==> src/rtl/snake_frame_sequencer.sv <==
// ---------------------------------------------------------------------------
// snake_frame_sequencer
//
// Frame-level controller between the VGA timing driver and the snake game
// logic. It watches the driver's row counter to find the start of vertical
// blanking, divides frames down to game steps, and runs a request/done
// handshake with the game logic that has to finish inside the blanking window.
// It also gates the driver's enable and flags updates that overrun.
//
// Parameters:
//   VIS_ROWS   row value the driver holds for the whole vertical blanking
//   TIMEOUT    maximum clk cycles an update may take
//   STEP_W     width of the completed-update counter
//
// Ports:
//   clk         pixel clock shared with the VGA driver
//   rst_n       asynchronous active-low reset
//   row         current row from the VGA driver (VIS_ROWS during blanking)
//   run         game running; 0 blanks the display and stops sequencing
//   pause       freezes the frame divider and suppresses update requests
//   speed       frames per game step minus one
//   upd_done    acknowledge from the game logic
//   enable      enable to the VGA driver
//   upd_req     level request to the game logic
//   frame_tick  one-cycle pulse after each vertical-blanking start
//   step_cnt    number of completed updates
//   overrun     sticky error flag for aborted updates
//   state       debug state: 0=IDLE, 1=RENDER, 2=UPDATE
// ---------------------------------------------------------------------------
module snake_frame_sequencer #(
   parameter int VIS_ROWS = 600,
   parameter int TIMEOUT  = 60000,
   parameter int STEP_W   = 16
) (
   input  logic              clk,
   input  logic              rst_n,
   input  logic [9:0]        row,
   input  logic              run,
   input  logic              pause,
   input  logic [3:0]        speed,
   input  logic              upd_done,
   output logic              enable,
   output logic              upd_req,
   output logic              frame_tick,
   output logic [STEP_W-1:0] step_cnt,
   output logic              overrun,
   output logic [1:0]        state
);

   localparam int TCNT_W = (TIMEOUT > 1) ? $clog2(TIMEOUT) : 1;
   localparam logic [9:0]        BLANK_ROW = 10'(VIS_ROWS);
   localparam logic [TCNT_W-1:0] TCNT_LAST = TCNT_W'(TIMEOUT - 1);

   typedef enum logic [1:0] {
      ST_IDLE   = 2'd0,
      ST_RENDER = 2'd1,
      ST_UPDATE = 2'd2
   } state_t;

   state_t              state_q, state_d;
   logic [9:0]          rowPrev_q;
   logic [3:0]          fcnt_q, fcnt_d;
   logic [TCNT_W-1:0]   tcnt_q, tcnt_d;
   logic [STEP_W-1:0]   stepCnt_q, stepCnt_d;
   logic                overrun_q, overrun_d;
   logic                frameTick_q;
   logic                enable_q, enable_d;
   logic                updReq_q, updReq_d;
   logic                vbStart;

   // Blanking starts on the first cycle the driver shows the blanking row
   // after having shown anything else. Comparing against the registered row
   // makes this a single-cycle event no matter how long blanking lasts.
   always_comb begin
      vbStart = (row == BLANK_ROW) && (rowPrev_q != BLANK_ROW);
   end

   // Next-state logic. Dropping run overrides everything and parks the
   // machine in IDLE. In UPDATE a done acknowledge is checked before the
   // timeout and blanking-end aborts, so an acknowledge arriving on the same
   // edge as an abort still counts as a completed step. The divider uses >=
   // so that lowering speed mid-count launches on the next blanking start
   // instead of waiting for a 4-bit wrap. enable and upd_req are derived from
   // the next state so they come straight out of flops.
   always_comb begin
      state_d   = state_q;
      fcnt_d    = fcnt_q;
      tcnt_d    = tcnt_q;
      stepCnt_d = stepCnt_q;
      overrun_d = overrun_q;

      if (!run) begin
         state_d = ST_IDLE;
         fcnt_d  = '0;
         tcnt_d  = '0;
      end else begin
         case (state_q)
            ST_IDLE: begin
               state_d   = ST_RENDER;
               fcnt_d    = '0;
               stepCnt_d = '0;
            end
            ST_RENDER: begin
               if (vbStart && !pause) begin
                  if (fcnt_q >= speed) begin
                     fcnt_d  = '0;
                     tcnt_d  = '0;
                     state_d = ST_UPDATE;
                  end else begin
                     fcnt_d = fcnt_q + 4'd1;
                  end
               end
            end
            ST_UPDATE: begin
               tcnt_d = tcnt_q + TCNT_W'(1);
               if (upd_done) begin
                  state_d   = ST_RENDER;
                  stepCnt_d = stepCnt_q + STEP_W'(1);
                  tcnt_d    = '0;
               end else if ((tcnt_q == TCNT_LAST) || (row != BLANK_ROW)) begin
                  state_d   = ST_RENDER;
                  overrun_d = 1'b1;
                  tcnt_d    = '0;
               end
            end
            default: begin
               state_d = ST_IDLE;
            end
         endcase
      end

      enable_d = (state_d != ST_IDLE);
      updReq_d = (state_d == ST_UPDATE);
   end

   // State and output registers. Everything clears asynchronously so a reset
   // in the middle of an update takes the request away at once.
   always_ff @(posedge clk or negedge rst_n) begin
      if (!rst_n) begin
         state_q     <= ST_IDLE;
         rowPrev_q   <= '0;
         fcnt_q      <= '0;
         tcnt_q      <= '0;
         stepCnt_q   <= '0;
         overrun_q   <= 1'b0;
         frameTick_q <= 1'b0;
         enable_q    <= 1'b0;
         updReq_q    <= 1'b0;
      end else begin
         state_q     <= state_d;
         rowPrev_q   <= row;
         fcnt_q      <= fcnt_d;
         tcnt_q      <= tcnt_d;
         stepCnt_q   <= stepCnt_d;
         overrun_q   <= overrun_d;
         frameTick_q <= vbStart;
         enable_q    <= enable_d;
         updReq_q    <= updReq_d;
      end
   end

   assign enable     = enable_q;
   assign upd_req    = updReq_q;
   assign frame_tick = frameTick_q;
   assign step_cnt   = stepCnt_q;
   assign overrun    = overrun_q;
   assign state      = state_q;

endmodule

==> config.mk <==
export PLATFORM = sky130hd
export DESIGN_NAME = snake_frame_sequencer
export DESIGN_NICKNAME = d
export VERILOG_FILES = /design/src/rtl/snake_frame_sequencer.sv
export SDC_FILE = /design/constraint.sdc
export NUM_CORES = 1
export LEC_CHECK = 0
export CORE_UTILIZATION = 45
export CTS_BUF_LIST = sky130_fd_sc_hd__clkbuf_16
export CTS_CLUSTER_DIAMETER = 150
export CTS_CLUSTER_SIZE = 8
export DETAILED_ROUTE_END_ITERATION = 10
export PLACE_DENSITY = 0.67
export RECOVER_POWER = 100
export SLEW_MARGIN = 20
export SYNTH_ARGS = -nofsm -noshare
export SYNTH_HDL_FRONTEND = slang
export SYNTH_SLANG_ARGS = --single-unit
==> constraint.sdc <==
create_clock -name clk -period 2.45 [get_ports clk]
set_input_delay 0.245 -clock clk [delete_from_list [all_inputs] [get_ports clk]]
set_output_delay 0.245 -clock clk [all_outputs]
set_load 0.01 [all_outputs]
==> results of run 1 <==
power groups by stage:
stage | logic [mW] | registers, mW | clock network (mW)
6_report | 0.0935 | 0.872 | 0.773
3_3_place_gp | 0.0945 | 0.888 | 0
5_1_grt | 0.106 | 0.872 | 0.833
3_5_place_dp | 0.0958 | 0.888 | 0
2_1_floorplan | 0.0264 | 0.889 | 0
4_1_cts | 0.0994 | 0.872 | 0.790
state kept, by name, summed over array words and instances (netlist names):
register	cells
state	2
tcnt_q	16
upd_req	1
overrun	1
enable	1
fcnt_q	4
frame_tick	1
step_cnt	16
rowPrev_q	10
layout make-up:
cell class	instances	area [um2]
Multi-Input combinational cell	193	1240
Timing Repair Buffer	54	503
Fill cell	466	2180
Inverter	15	56.3
Clock inverter	3	38.8
Tap cell	72	90.1
Sequential cell	52	1300
Clock buffer	5	125
placed cells by master, fill, tap and decap left out, types with 10 or more instances in the layout:
cell	instances
dfrtp_1	52
clkdlybuf4s50_1	10
a21oi_1	12
nor2_1	23
o21ai_0	11
inv_1	16
nand2_1	18
nor3_1	10
dlygate4sd3_1	30
nand3_1	11
cell usage after synthesis, drive strengths merged (5+ instances only):
cell,number
nor2b,6
nand4,8
nand2b,5
nand3,11
nor4,7
nand2,18
xor2,9
inv,15
nor3,10
o21ai,14
ha,7
nor2,23
dfrtp,52
a21oi,12
or3,7
a31oi,9
and3,5
path summary, 6_finish.rpt:
kind                                 from           end  slack, ns
worst max-delay path               row[0]    tcnt_q[14]       0.08
worst min-delay path               row[3]  rowPrev_q[3]       0.42
worst max register to register  tcnt_q[7]     tcnt_q[8]       0.26
worst min register to register    overrun       overrun       0.47
max in group asynchronous           rst_n     tcnt_q[2]       0.77
min in group asynchronous           rst_n   step_cnt[3]       0.83
through the flow:
stage | hold slack [ns] | total power [mW]
finish | 0.420 | 1.74
global placement | 0.282 | 0.982
CTS | 0.419 | 1.76
global route | 0.432 | 1.81
floorplan | -0.0506 | 0.915
detailed placement | 0.284 | 0.984
layer usage:
layer  GRT usage (%)  vias to the layer above
met4            6.48                        0
met1            28.2                     1047
met2            35.8                       51
met5               0                        -
li1                -                     1080
met3            3.53                        6
logic make-up after synthesis:
logic type / count (synthesis)
simple gates: 113
fa+ha+maj: 7
compound gates: 58
mux: 2
flops: 52
buf+inv: 20
xor+xnor: 13
what timing repair did:
action / in CTS / in global routing
setup endpoints to repair: 6 / 8
hold endpoints to repair: 24 / 0
resized for setup: 3 / 1
pin swaps: 1 / 2
hold buffers: 1 / 0
==> results.sh, run 1 <==
export IMPL_outcome="completed"
export IMPL_setup_viol=0
export IMPL_grt_pass1_vias=2143
export IMPL_root_buffer="clkbuf_16"
export IMPL_max_cap_viol_count=0
export IMPL_yosys_area_share_adder_pct=3.37
export IMPL_dpl_instance_area_um2=3180
export IMPL_yosys_cell_types_count=45
export IMPL_switchingPower_mw=0.351
export IMPL_critPathKind="primary input to flop"
export IMPL_dp_cells=385
export IMPL_dieArea_um2=6080
export IMPL_syn_num_nets=291
export IMPL_syn_to_final_growth_pct=29.3
export IMPL_wl_met3_um=198
export IMPL_seqPwrFrac_pct=50.2
export IMPL_num_antenna_cells=0
export IMPL_skew_ns=0.00642
export IMPL_cts_tree="built"
export IMPL_worst_path_max_delay_cell="or4b_4"
export IMPL_cp_arrival_ns=2.54
export IMPL_die_w_um=78.0
export IMPL_powerDensity_nw_per_um2=518
export IMPL_pwr_share_comb_pct=5.4
export IMPL_synth_edf_count=0
export IMPL_grt_antenna_before_repair=0
export IMPL_synthFlopType="dfrtp_1"
export IMPL_synth_top_family_by_area="simple AND/OR/NAND/NOR gates"
export IMPL_synth_xor_area_share_pct=4.38
export IMPL_final_hold_violation_count=0
export IMPL_nNetsFinal=347
export IMPL_yosysWarnings=0
export IMPL_cts_clk_slew_worst_paths_ns=0.06
export IMPL_leakage_nw=1.49
export IMPL_synthSimpleGateAreaFrac_pct=23.8
export IMPL_numClockSinks=52
export IMPL_synth_area_top_cells="dfrtp_1, ha_1, nor2_1"
export IMPL_dr_pass1_iters=4
export IMPL_synth_seq_cells=52
export IMPL_hp_class="primary input to flop"
export IMPL_fin_crit_sh_pct=96.6
export IMPL_cts_inserted_buffers=5
export IMPL_synth_avg_cell_area_um2=9.80
export IMPL_drtIter0Drc=157
export IMPL_clock_latency_ns=0.29
export IMPL_path_buf_inv=1
export IMPL_routedWlPerCell_um=14.6
export IMPL_rows=27
export IMPL_max_slew_margin_pct=3.38
export IMPL_crit_chain="clkdlybuf4s50_1 > or4b_4 > or3_4 > or4_4 > o21a_4 > a211o_1"
export IMPL_via_count=2184
export IMPL_port_buffer_count=40
export IMPL_report_final_slew_viol_count=0
export IMPL_dp_hpwl_um=4170
export IMPL_crit_cells=6
export IMPL_grtUsageTotal_pct=21.3
export IMPL_grt_max_degree=29
export IMPL_critPathMaxStageDelay_ns=0.56
export IMPL_top_layer_used="met4"
export IMPL_fmax_mhz=423
export IMPL_crit_required_ns=2.62
export IMPL_globalRouteOverflowTotal=0
export IMPL_end_kind="flop"
export IMPL_h_tree_depth=2
export IMPL_pre_cts_ws_ns=-0.372
export IMPL_grt_first_pass_wirelength_um=10000
export IMPL_fin_ws_ns=0.0832
export IMPL_cp_top_family="simple AND/OR/NAND/NOR gates"
export IMPL_via_per_inst=5.54
export IMPL_drt_wl_total_um=5740
export IMPL_wl_met2_um=2720
export IMPL_drive_gt1_share_pct=7.45
export IMPL_intPower_mw=1.39
export IMPL_wl_met1_um=2760
export IMPL_place_congestion=0.800
export IMPL_min_period_ns=2.37
export IMPL_switching_share_pct=20.2
export IMPL_fin_tns_setup_ns=0
export IMPL_design_portCount=41
export IMPL_clockBufferDepth=2
export IMPL_post_cts_setup_buffers=0
export IMPL_syn_inst=265
export IMPL_fin_util_pct=60.6
export IMPL_ir_worst_vdd_mv=0.304
export IMPL_drc=0
export IMPL_synth_mux_area_share_pct=0.771
export IMPL_worst_slew_pin_slew_ns=1.45
export IMPL_worst_setup_path_start_kind="primary input"
export IMPL_crit_fanout=4
export IMPL_core_um2=5540
export IMPL_clockPowerShare_pct=44.5
export IMPL_start_util_pct=46.9
export IMPL_stdcell_count=394
export IMPL_synthArstFlopShare_pct=100
export IMPL_synth_compound_area_share_pct=14.5
export IMPL_stdcell_area_um2=3360
export IMPL_rsz0062_at_grt="no"
export IMPL_ff2ff_path_depth=6
export IMPL_die_y_um=78.0
export IMPL_yosysSeqAreaShare_pct=50.1
export IMPL_synth_top_area_share_pct=50.1
export IMPL_whs_path_depth=1
export IMPL_postRouteAntennaNets=0
export IMPL_synth_area_leader_cell="dfrtp_1"
export IMPL_syn_cell_area_um2=2600
Note: power is estimated with default switching activity, not from simulation.
==> run 2: changes to the inputs <==
--- a/config.mk
+++ b/config.mk
@@ -10,7 +10,7 @@
 export CTS_CLUSTER_DIAMETER = 150
 export CTS_CLUSTER_SIZE = 8
 export DETAILED_ROUTE_END_ITERATION = 10
-export PLACE_DENSITY = 0.67
+export PLACE_DENSITY = 0.72
 export RECOVER_POWER = 100
 export SLEW_MARGIN = 20
 export SYNTH_ARGS = -nofsm -noshare
==> results.sh, run 2 (synthesis gave the netlist of run 1 again) <==
export IMPL_via_per_inst=5.59
export IMPL_layout_common_cells="dfrtp_1, dlygate4sd3_1, nor2_1"
export IMPL_grt_max_degree=23
export IMPL_grtUsageTotal_pct=19.5
export IMPL_max_slew_margin_pct=18.0
export IMPL_final_hold_violation_count=0
export IMPL_layout_commonest_cell="dfrtp_1"
export IMPL_r2r_start="tcnt_q[7]"
export IMPL_dp_cells=386
export IMPL_grt_pass1_vias=1962
export IMPL_powerDensity_nw_per_um2=488
export IMPL_report_final_slew_viol_count=0
export IMPL_root_buffer="clkbuf_16"
export IMPL_fin_ws_ns=0.0817
export IMPL_routedWlPerCell_um=13.7
export IMPL_start_util_pct=46.9
export IMPL_p_total_mw=1.62
export IMPL_setup_viol=0
export IMPL_cts_clk_slew_worst_paths_ns=0.07
export IMPL_rows=27
export IMPL_cts_tree="built"
export IMPL_drt_wl_total_um=5390
export IMPL_r2r_end="tcnt_q[13]"
export IMPL_die_w_um=78.0
export IMPL_drtIter0Drc=81
export IMPL_dr_pass1_iters=8
export IMPL_min_period_ns=2.37
export IMPL_postRouteAntennaNets=0
export IMPL_nNetsFinal=348
export IMPL_pre_cts_ws_ns=-0.323
export IMPL_syn_to_final_growth_pct=27.9
export IMPL_skew_ns=0.00735
export IMPL_worst_slew_pin_slew_ns=1.23
export IMPL_cp_arrival_ns=2.54
export IMPL_die_y_um=78.0
export IMPL_design_portCount=41
export IMPL_cts_inserted_buffers=5
export IMPL_port_buffer_count=40
export IMPL_nFillCells=493
export IMPL_grt_first_pass_wirelength_um=9270
export IMPL_rsz0062_at_grt="no"
export IMPL_drc=0
export IMPL_dieArea_um2=6080
export IMPL_h_tree_depth=2
export IMPL_globalRouteOverflowTotal=0
export IMPL_critPathKind="primary input to flop"
export IMPL_numClockSinks=52
export IMPL_stdcell_area_um2=3320
export IMPL_dpl_instance_area_um2=3170
export IMPL_end_kind="flop"
export IMPL_drive_gt1_share_pct=7.74
export IMPL_crit_required_ns=2.62
export IMPL_ir_worst_vdd_mv=0.346
export IMPL_dp_hpwl_um=4080
export IMPL_rrSetupSlack_ns=0.26
export IMPL_worst_setup_path_start_kind="primary input"
export IMPL_fmax_mhz=422
export IMPL_max_cap_viol_count=0
export IMPL_clock_latency_ns=0.29
export IMPL_outcome="completed"
export IMPL_place_congestion=0.805
export IMPL_hp_class="primary input to flop"
export IMPL_via_count=2208
export IMPL_worstSetupStartpoint="row[1]"
export IMPL_hold_ws_ns=0.423
export IMPL_cp_endpoint="tcnt_q[13]"
export IMPL_fin_crit_sh_pct=96.7
export IMPL_leakage_nw=1.48
export IMPL_core_um2=5540
export IMPL_ff2ff_path_depth=6
export IMPL_clockBufferDepth=2
export IMPL_crit_fanout=5
export IMPL_stdcell_count=395
export IMPL_num_antenna_cells=0
export IMPL_grt_antenna_before_repair=0
[run 2: cell count changes in the layout (fill, tap and decap cells not counted)]
cell       previous run  this run
buf_12                1         0
bufinv_16             1         0
clkbuf_2              0         2
clkinv_1              0         1
clkinv_2              1         2
inv_1                16        15
nor4_1                6         7
nor4_2                1         0
or3_1                 6         5
or3_4                 1         2
[run 2: layout make-up]
| type | count | area (um2) | area share [%] |
|---|---|---|---|
| clock inverters | 3 | 13.8 | 0.414 |
| clock buffers | 5 | 125 | 3.77 |
| repair buffers | 55 | 493 | 14.8 |
| multi-input cells | 193 | 1240 | 37.4 |
| well taps | 72 | 90.1 | 2.71 |
| flip-flops and latches | 52 | 1300 | 39.2 |
| inverters | 15 | 56.3 | 1.69 |
[run 2: layer usage]
layer	vias to the layer above	wire length, um	GRT usage [%]
met3	4	173	4.00
met2	39	2740	33.1
li1	1081	-	-
met1	1084	2430	25.0
met5	-	0	0
met4	0	44	6.11
[run 2: power by group]
group	total (mW)	internal (mW)	switching, mW
Sequential	0.872	0.868	0.00405
Clock	0.659	0.371	0.288
Combinational	0.0914	0.0421	0.0493
[run 2: stage by stage]
step	TNS, ns	utilization, %
2_1_floorplan	0	-
5_1_grt	0	60.0
3_5_place_dp	-5.04	57.2
4_1_cts	0	60.1
3_3_place_gp	-4.56	57.2
6_report	0	60.0
[run 2: how the worst min path moves through the flow]
stage          startpoint           end  cells past startpoint
2_1_floorplan       rst_n        enable                      0
3_3_place_gp        rst_n   step_cnt[7]                      1
3_5_place_dp        rst_n   step_cnt[7]                      1
4_1_cts            row[1]  rowPrev_q[1]                      1
5_1_grt            row[1]  rowPrev_q[1]                      1
6_report           row[1]  rowPrev_q[1]                      1
[run 2: repair_timing]
item / 4_1_cts / 5_1_grt
buffers inserted: 0 / 0
gates resized for setup: 2 / 2
endpoints found under the hold margin: 20 / 0
endpoints found under the setup margin: 3 / 18
hold buffers: 1 / 0
pin swaps: 0 / 1
[run 2: worst max-delay path: stages]
cell	delay, ns
clkdlybuf4s50_1	0.42
or4b_4	0.54
or3_4	0.35
or4_4	0.46
o21a_4	0.24
a211o_1	0.29
